==> config.mk <==
export PLATFORM = sky130hd
export DESIGN_NAME = fprecsqrt_arbiter
export DESIGN_NICKNAME = d
export VERILOG_FILES = /design/src/rtl/fprecsqrt_pkg.sv /design/src/rtl/fprecsqrt_arbiter_rr_arbiter.sv /design/src/rtl/fprecsqrt_arbiter.sv
export SDC_FILE = /design/constraint.sdc
export NUM_CORES = 1
export LEC_CHECK = 0
export BUFFER_PORTS_ARGS = -buffer_cell sky130_fd_sc_hd__buf_2
export CORE_ASPECT_RATIO = 0.9
export CORE_UTILIZATION = 44
export CTS_CLUSTER_SIZE = 28
export DETAILED_ROUTE_END_ITERATION = 8
export PLACE_DENSITY_LB_ADDON = 0.12
export SYNTH_ARGS = -nofsm -noshare
export SYNTH_HDL_FRONTEND = slang
export SYNTH_SLANG_ARGS = --single-unit
==> constraint.sdc <==
create_clock -name aclk -period 2 [get_ports aclk]
set_input_delay 0.4 -clock aclk [delete_from_list [all_inputs] [get_ports aclk]]
set_output_delay 0.4 -clock aclk [all_outputs]
set_load 0.05 [all_outputs]
==> src/rtl/fprecsqrt_pkg.sv <==
// ============================================================================
// fprecsqrt_pkg : shared constants and tag type for the fprecsqrt arbiter
// Revision: 1.0
// ============================================================================
`default_nettype none

package fprecsqrt_pkg;

  localparam int          WIDTH_DEFAULT = 32;
  localparam logic [31:0] FP_ONE        = 32'h3F800000;

  // Holds the requester ID for any N_REQ up to 2**TAG_ID_W.
  localparam int TAG_ID_W = 8;

  typedef struct packed {
    logic                vld;
    logic [TAG_ID_W-1:0] id;
  } tag_t;

endpackage

`default_nettype wire

==> src/rtl/fprecsqrt_arbiter_rr_arbiter.sv <==
// ============================================================================
// rr_arbiter : combinational round-robin grant, first request at/after ptr_i
// Revision: 1.0
// ============================================================================
`default_nettype none

module rr_arbiter #(
  parameter  int N_REQ = 4,
  localparam int PTR_W = $clog2(N_REQ)
) (
  input  logic [N_REQ-1:0] req_i,
  input  logic [PTR_W-1:0] ptr_i,
  output logic [N_REQ-1:0] grant_o
);

  logic [N_REQ-1:0] w_rot_req;
  logic [N_REQ-1:0] w_rot_gnt;

  // Rotate so the pointer position becomes bit 0, pick the lowest set bit,
  // then rotate the one-hot result back into requester order.
  always_comb begin
    w_rot_req = N_REQ'({req_i, req_i} >> ptr_i);
    w_rot_gnt = w_rot_req & (~w_rot_req + N_REQ'(1));
    grant_o   = N_REQ'(({w_rot_gnt, w_rot_gnt} << ptr_i) >> N_REQ);
  end

endmodule

`default_nettype wire

==> src/rtl/fprecsqrt_arbiter.sv <==
// ============================================================================
// fprecsqrt_arbiter : round-robin sharing of one pipelined fprecsqrt unit
// Revision: 1.0
// ============================================================================
`default_nettype none

module fprecsqrt_arbiter
  import fprecsqrt_pkg::*;
#(
  parameter  int N_REQ   = 4,
  parameter  int LATENCY = 8,
  parameter  int WIDTH   = WIDTH_DEFAULT,
  localparam int PTR_W   = $clog2(N_REQ),
  localparam int IFW     = $clog2(LATENCY + 2)
) (
  input  logic                   aclk,
  input  logic                   aresetn,
  input  logic [N_REQ-1:0]       req_valid,
  output logic [N_REQ-1:0]       req_ready,
  input  logic [N_REQ*WIDTH-1:0] req_value,
  output logic [WIDTH-1:0]       fp_value,
  input  logic [WIDTH-1:0]       fp_result,
  output logic [N_REQ-1:0]       rsp_valid,
  output logic [WIDTH-1:0]       rsp_result,
  output logic [IFW-1:0]         in_flight,
  output logic                   idle
);

  localparam logic [IFW-1:0] IF_MAX = IFW'(LATENCY + 1);

  generate
    if (N_REQ < 2 || N_REQ > (1 << TAG_ID_W)) begin : g_bad_nreq
      $error("fprecsqrt_arbiter: N_REQ out of range");
    end
    if (LATENCY < 2) begin : g_bad_latency
      $error("fprecsqrt_arbiter: LATENCY must be at least 2");
    end
  endgenerate

  logic [PTR_W-1:0] ptr_q, ptr_d;
  logic [WIDTH-1:0] fp_value_q, fp_value_d;
  tag_t             tag_q [LATENCY];
  tag_t             tag_d;
  logic [N_REQ-1:0] rsp_valid_q, rsp_valid_d;
  logic [WIDTH-1:0] rsp_result_q, rsp_result_d;
  logic [IFW-1:0]   in_flight_q, in_flight_d;

  logic [N_REQ-1:0] w_grant_raw;
  logic [N_REQ-1:0] w_grant;
  logic             w_accept;
  logic [PTR_W-1:0] w_acc_id;
  logic             w_rsp_any;
  tag_t             w_tag_last;

  rr_arbiter #(
    .N_REQ (N_REQ)
  ) u_rr (
    .req_i   (req_valid),
    .ptr_i   (ptr_q),
    .grant_o (w_grant_raw)
  );

  // No grants are handed out while the block is held in reset.
  assign w_grant  = w_grant_raw & {N_REQ{aresetn}};
  assign w_accept = |w_grant;

  always_comb begin
    w_acc_id = '0;
    for (int i = 0; i < N_REQ; i++) begin
      if (w_grant[i]) begin
        w_acc_id = PTR_W'(i);
      end
    end
  end

  assign w_tag_last = tag_q[LATENCY-1];
  assign w_rsp_any  = |rsp_valid_q;

  always_comb begin
    ptr_d = ptr_q;
    if (w_accept) begin
      ptr_d = (w_acc_id == PTR_W'(N_REQ - 1)) ? '0 : w_acc_id + PTR_W'(1);
    end
  end

  always_comb begin
    fp_value_d = '0;
    tag_d      = '0;
    if (w_accept) begin
      fp_value_d = req_value[w_acc_id*WIDTH +: WIDTH];
      tag_d.vld  = 1'b1;
      tag_d.id   = TAG_ID_W'(w_acc_id);
    end
  end

  always_comb begin
    rsp_valid_d  = '0;
    rsp_result_d = rsp_result_q;
    if (w_tag_last.vld) begin
      rsp_result_d = fp_result;
      for (int i = 0; i < N_REQ; i++) begin
        rsp_valid_d[i] = (w_tag_last.id == TAG_ID_W'(i));
      end
    end
  end

  // Accept and response in the same cycle cancel; saturate at both ends.
  always_comb begin
    in_flight_d = in_flight_q;
    if (w_accept && !w_rsp_any) begin
      if (in_flight_q != IF_MAX) begin
        in_flight_d = in_flight_q + IFW'(1);
      end
    end else if (!w_accept && w_rsp_any) begin
      if (in_flight_q != '0) begin
        in_flight_d = in_flight_q - IFW'(1);
      end
    end
  end

  always_ff @(posedge aclk or negedge aresetn) begin
    if (!aresetn) begin
      ptr_q        <= '0;
      fp_value_q   <= '0;
      rsp_valid_q  <= '0;
      rsp_result_q <= '0;
      in_flight_q  <= '0;
      for (int s = 0; s < LATENCY; s++) begin
        tag_q[s] <= '0;
      end
    end else begin
      ptr_q        <= ptr_d;
      fp_value_q   <= fp_value_d;
      rsp_valid_q  <= rsp_valid_d;
      rsp_result_q <= rsp_result_d;
      in_flight_q  <= in_flight_d;
      tag_q[0]     <= tag_d;
      for (int s = 1; s < LATENCY; s++) begin
        tag_q[s] <= tag_q[s-1];
      end
    end
  end

  assign req_ready  = w_grant;
  assign fp_value   = fp_value_q;
  assign rsp_valid  = rsp_valid_q;
  assign rsp_result = rsp_result_q;
  assign in_flight  = in_flight_q;
  assign idle       = (in_flight_q == '0) && (req_valid == '0);

endmodule

`default_nettype wire
# After elaboration in Yosys (flattened, before gate mapping)
# Index checks and enable logic that the tools add are counted.
# op_classes
add_sub_neg	4
mul	0
div	0
order_cmp	0
eq_ne	6
shift	3
n_mux	11
n_bitwise	3
reduce_logical	14
# op_table
cell	count
$shiftx 128x8->32	1
$mux 32	1
$mux 4	5
$eq 8x2->1 const B	2
$mux 9	1
$add 4x1->4 const B	2
$and 4x4->4	2
$eq 8x1->1 const B	1
$logic_not 4->1	2
$logic_not 8->1	1
$reduce_or 4->1	2
$shl 8x2->8	1
$shr 8x2->4	1
$mux 2	3
$ne 4x4->1 const B	1
$not 4->4	1
$reduce_bool 2->1	2
$reduce_bool 4->1	1
$sub 4x1->4 const B	1
$logic_and 1x1->1	3
$reduce_and 3->1	1
$add 2x1->2 const B	1
$eq 2x2->1 const B	1
$logic_not 1->1	2
2 further kinds	2
# word_totals
register_bits	146
latchBits	0
ram_bits	0
rom_bits	0
output_inout_bits	77
word_cells	62
n_memories	0

# Logic depth before layout (Yosys ltp)
# logic_depth
ltp_word	11
depth_mapped	10
ltp_nobuf	9

# Cells and area by module
# From an unflattened synthesis, not the netlist that was laid out.
# unflattened
cells_unflattened	423
hier_area_um2	4511.8
# modules_own_cells
module	n_inst	cells_each	area_each_um2
fprecsqrt_arbiter	1	407	4413.0
rr_arbiter	1	16	98.8

# Worst setup path after synthesis
# No wires, ideal clock.
# synth_timing
path_kind	input -> register
from	input req_valid[2]
to	register in_flight_q[3], in the netlist in_flight[3]
setup_ns	0.142
arrival_time_ns	2.052
required_time_ns	1.858
path_slack_ns	-0.194
stages	9
path_buffers	1
path_cell_list	clkbuf_1 -> nor4_1 -> nor2_1 -> ha_1 -> and3_1 -> a21o_1 -> a21oi_1 -> o211ai_1 -> xnor2_1
# synth_via
elab_chain_len	11
elab_cells_between_ends	15
# synth_rtl
item	line	text
start: declaration	fprecsqrt_arbiter.sv:18	input logic [N_REQ-1:0] req_valid,
$shr 8x2->4 *	fprecsqrt_arbiter_rr_arbiter.sv:22	w_rot_req = N_REQ'({req_i, req_i} >> ptr_i);
$not 4->4	fprecsqrt_arbiter_rr_arbiter.sv:23	w_rot_gnt = w_rot_req & (~w_rot_req + N_REQ'(1));
$add 4x1->4	fprecsqrt_arbiter_rr_arbiter.sv:23	
$and 4x4->4 *	fprecsqrt_arbiter_rr_arbiter.sv:23	
$shl 8x2->8 *	fprecsqrt_arbiter_rr_arbiter.sv:24	grant_o = N_REQ'(({w_rot_gnt, w_rot_gnt} << ptr_i) >> N_REQ);
$and 4x4->4 *	fprecsqrt_arbiter.sv:64	assign w_grant = w_grant_raw & {N_REQ{aresetn}};
$reduce_or 4->1 *	fprecsqrt_arbiter.sv:65	assign w_accept = |w_grant;
$logic_not 1->1	fprecsqrt_arbiter.sv:114	end else if (!w_accept && w_rsp_any) begin
$logic_and 1x1->1	fprecsqrt_arbiter.sv:114	
$reduce_bool 2->1 (no source line)	--	
$reduce_and 3->1 (no source line)	--	
end signal: assignment	fprecsqrt_arbiter.sv:136	in_flight_q <= in_flight_d;
end: declaration	fprecsqrt_arbiter.sv:46	logic [IFW-1:0] in_flight_q, in_flight_d;
# Mark *: on every way between the ends. The rest lies on a longest branch, timed or not.
# A chain may end at the register's enable or synchronous reset.

# Worst setup path after layout
# layout_timing
from	register rsp_valid_q[1], in the netlist rsp_valid[1]
to	register in_flight_q[3], in the netlist in_flight[3]
# layout_via
elab_chain_len	5
elab_cells_between_ends	9
# layout_rtl
item	line	text
start: declaration	fprecsqrt_arbiter.sv:44	logic [N_REQ-1:0] rsp_valid_q, rsp_valid_d;
start signal: assignment	fprecsqrt_arbiter.sv:134	rsp_valid_q <= rsp_valid_d;
$reduce_or 4->1 *	fprecsqrt_arbiter.sv:77	assign w_rsp_any = |rsp_valid_q;
$logic_not 1->1	fprecsqrt_arbiter.sv:110	if (w_accept && !w_rsp_any) begin
$logic_and 1x1->1	fprecsqrt_arbiter.sv:110	
$ne 2x1->1 (no source line) or $reduce_bool 2->1 (tied branches)	--	
$reduce_and 3->1 (no source line)	--	
# Marked as above.

==> metrics.cfg <==
[status]
status = finished clean

[layout]
drive_above_1_share_pct = 61.98
fillCellCount = 764
area_growth_pct = 43.26
fin_nets = 762
diodes = 0

[logic_synthesis]
yosys.area.top_type = dfrtp_1
syn-num-nets = 505
syn_inst = 335
syn_area_um2 = 4295
avgSynthCellArea_um2 = 12.82
netlist.area_leader.share_pct = 57.09
synthArstFlopShare_pct = 100.0
synth_seq_area_share_pct = 57.09
synthTopCellsByArea = dfrtp_1, mux2_2, o22ai_2
ys_warn_count = 0
synth_edf_count = 0
synth_top_flop_cell = dfrtp_1
synth_cell_types = 40
ys_ff_latch = 98

[critical_path]
r2r_start = rsp_valid[1]
criticalPathCategory = flop to flop
reg2reg_slack_ns = 0.06
worstPathRequired_ns = 2.26
crit_path_start = rsp_valid[1]
path_max_fanout = 4
crit_path_start_kind = flop
r2r_end = in_flight[3]
end_kind = flop
arrival_ns = 2.20
r2r_cells = 9

[route]
wire_per_inst_um = 16.54
vias_per_cell = 5.243
drc = 0
firstDrtPassIters = 4
vias = 3770
totalWireLength_um = 11890
final_antenna_net_count = 0
drt_iter0_drc = 141

[global_route]
gr-total-overflow = 0
grt_max_degree = 60
grt_pass1_vias = 3526
track_usage_pct = 22.32
grt_first_pass_wirelength_um = 17290
antenna_found_initial = 0

[placed_design]
gp_congestion = 0.8353
hpwl_um = 8680
portBuffers = 242

[power]
peakVddDrop_v = 0.0005125
p_int_w = 0.004044
pwr-share-seq_pct = 36.1
p_switching_w = 0.003063
power_density_nw_per_um2 = 1155
swShare_pct = 43.10
clkPwrFrac_pct = 19.3
leakage_nw = 3.050
power_frac_comb_pct = 44.6

[clock_network]
htreeDepth = 3
cts_buffers = 9
clk-insertion-delay-late_ns = 0.36
cts_sinks = 98
clk_pin_slew_worst_paths_ns = 0.10
cts-root-buf = clkbuf_8
cts_tree = done
clk_path_buf_depth = 2

[timing]
fin_crit_sh_pct = 97.03
finalHoldViolCount = 0
fin_crit_ns = 1.941
slew_viol_final = 0
hold_ws_ns = 0.1815
worst_slew_margin_rel_pct = 52.05
grt_setup_unrepaired = yes
worstMarginPinSlew_ns = 0.7169
fmax_mhz = 515.3
tns_ns = 0
timing.final.setup_violations = 0
clock_skew_ns = 0.006834

[floorplanning]
die_w_um = 106.2
die-area_um2 = 10160
start_util_pct = 46.24
dieHeight_um = 95.74
core_area_um2 = 9290
std_cell_rows = 33
io_pins = 243

[flow_run]
cap_viol_max_count = 0

[hold_path]
hold_class = primary input to async pin

==> flip-flops by register name, indices dropped and copies added, names as in the netlist <==
signal / cells
rsp_result: 32
ptr_q: 2
fp_value: 32
rsp_valid: 4
tag_q: 24
in_flight: 4
==> cell families (layout without fill, tap and decap cells) <==
kind of cell / count (synthesis) / after routing / synth area share, %
mux: 34 / 34 / 8.884
simple gates: 35 / 35 / 4.253
buf+inv: 35 / 297 / 4.428
flops: 98 / 98 / 57.09
fa+ha+maj: 4 / 4 / 1.165
xor+xnor: 4 / 4 / 0.8158
compound gates: 125 / 125 / 23.36
==> worst max-delay path, cell delays in order, from the launching register on <==
cell and delay (ns):
dfrtp_2 0.44, nor4_4 0.31, buf_4 0.18, ha_4 0.14
inv_1 0.07, ha_4 0.27, o211ai_1 0.09, nand3b_1 0.10
o211ai_1 0.10, xnor2_1 0.13
==> cells in the final DEF, fill, tap and decap left out, types with 8 or more instances in the layout <==
master and count:
buf_2 237, o21ai_1 30, a21oi_1 8, clkbuf_8 9
mux2_2 33, o22ai_2 29, nand2_1 8, dfrtp_1 96
buf_4 27, o221ai_1 32
==> cells in the mapped netlist, drive strengths merged (2+ instances only) <==
master  number
dfrtp       98
o21ai       39
o22ai       34
mux2        33
o221ai      32
buf         20
a21oi       11
nand2       10
clkbuf       9
nor2         9
inv          6
and3         5
ha           4
o211ai       3
xnor2        3
nor3b        2
nor4         2
==> layer usage <==
metal | global-route usage [%] | wire (um) | up-vias
li1 | - | - | 1783
met1 | 27.78 | 4745 | 1790
met2 | 37.88 | 6078 | 183
met3 | 6.161 | 880 | 14
met4 | 7.523 | 185 | 0
met5 | 0 | 0 | -
==> power by group through the flow <==
stage          clock [W]  sequential [W]  combinational, W
2_1_floorplan          0         0.00362           0.00111
3_3_place_gp           0         0.00258           0.00304
6_report         0.00137         0.00257           0.00317
3_5_place_dp           0         0.00259           0.00307
5_1_grt          0.00150         0.00262           0.00338
4_1_cts          0.00142         0.00255           0.00312
==> worst max-delay path by stage <==
stage | to | slack, ns | cells past startpoint
6_report | in_flight[3] | 0.06 | 9
5_1_grt | in_flight[3] | -0.06 | 9
4_1_cts | req_ready[3] | -0.008 | 7
3_5_place_dp | in_flight[3] | -0.16 | 10
3_3_place_gp | in_flight[3] | -0.09 | 10
2_1_floorplan | in_flight[3] | -0.09 | 8
==> cell type report <==
class | count | area [um^2] | share of cell area [%]
clock inverter | 7 | 95.09 | 1.545
sequential | 98 | 2455 | 39.89
timing repair buffer | 275 | 1558 | 25.32
tap | 122 | 152.6 | 2.481
clock buffer | 9 | 123.9 | 2.013
inverter | 6 | 25.02 | 0.4067
multi-input combinational | 202 | 1744 | 28.34
==> per-stage QoR <==
| stage | util, % | instance area (um^2) | worst slack, ns | std cells | total power, W |
|---|---|---|---|---|---|
| after floorplan | - | 4309 | -0.08928 | 335 | 0.004733 |
| after global placement | 62.37 | 5794 | -0.08591 | 698 | 0.005616 |
| after detailed placement | 62.37 | 5794 | -0.1569 | 698 | 0.005665 |
| after CTS | 65.40 | 6076 | -0.007592 | 719 | 0.007096 |
| after global routing | 66.24 | 6153 | -0.06304 | 719 | 0.007495 |
| final | 66.24 | 6153 | 0.05931 | 719 | 0.007107 |
==> what timing repair did <==
item / in CTS / in global routing
setup endpoints to repair: 5 / 6
setup buffers: 3 / 0
pin swaps: 3 / 2
hold buffers: 2 / 0
cloned: 0 / 0
hold endpoints to repair: 14 / 0
gates resized for setup: 6 / 18
Power figures use the tool's default switching activity.
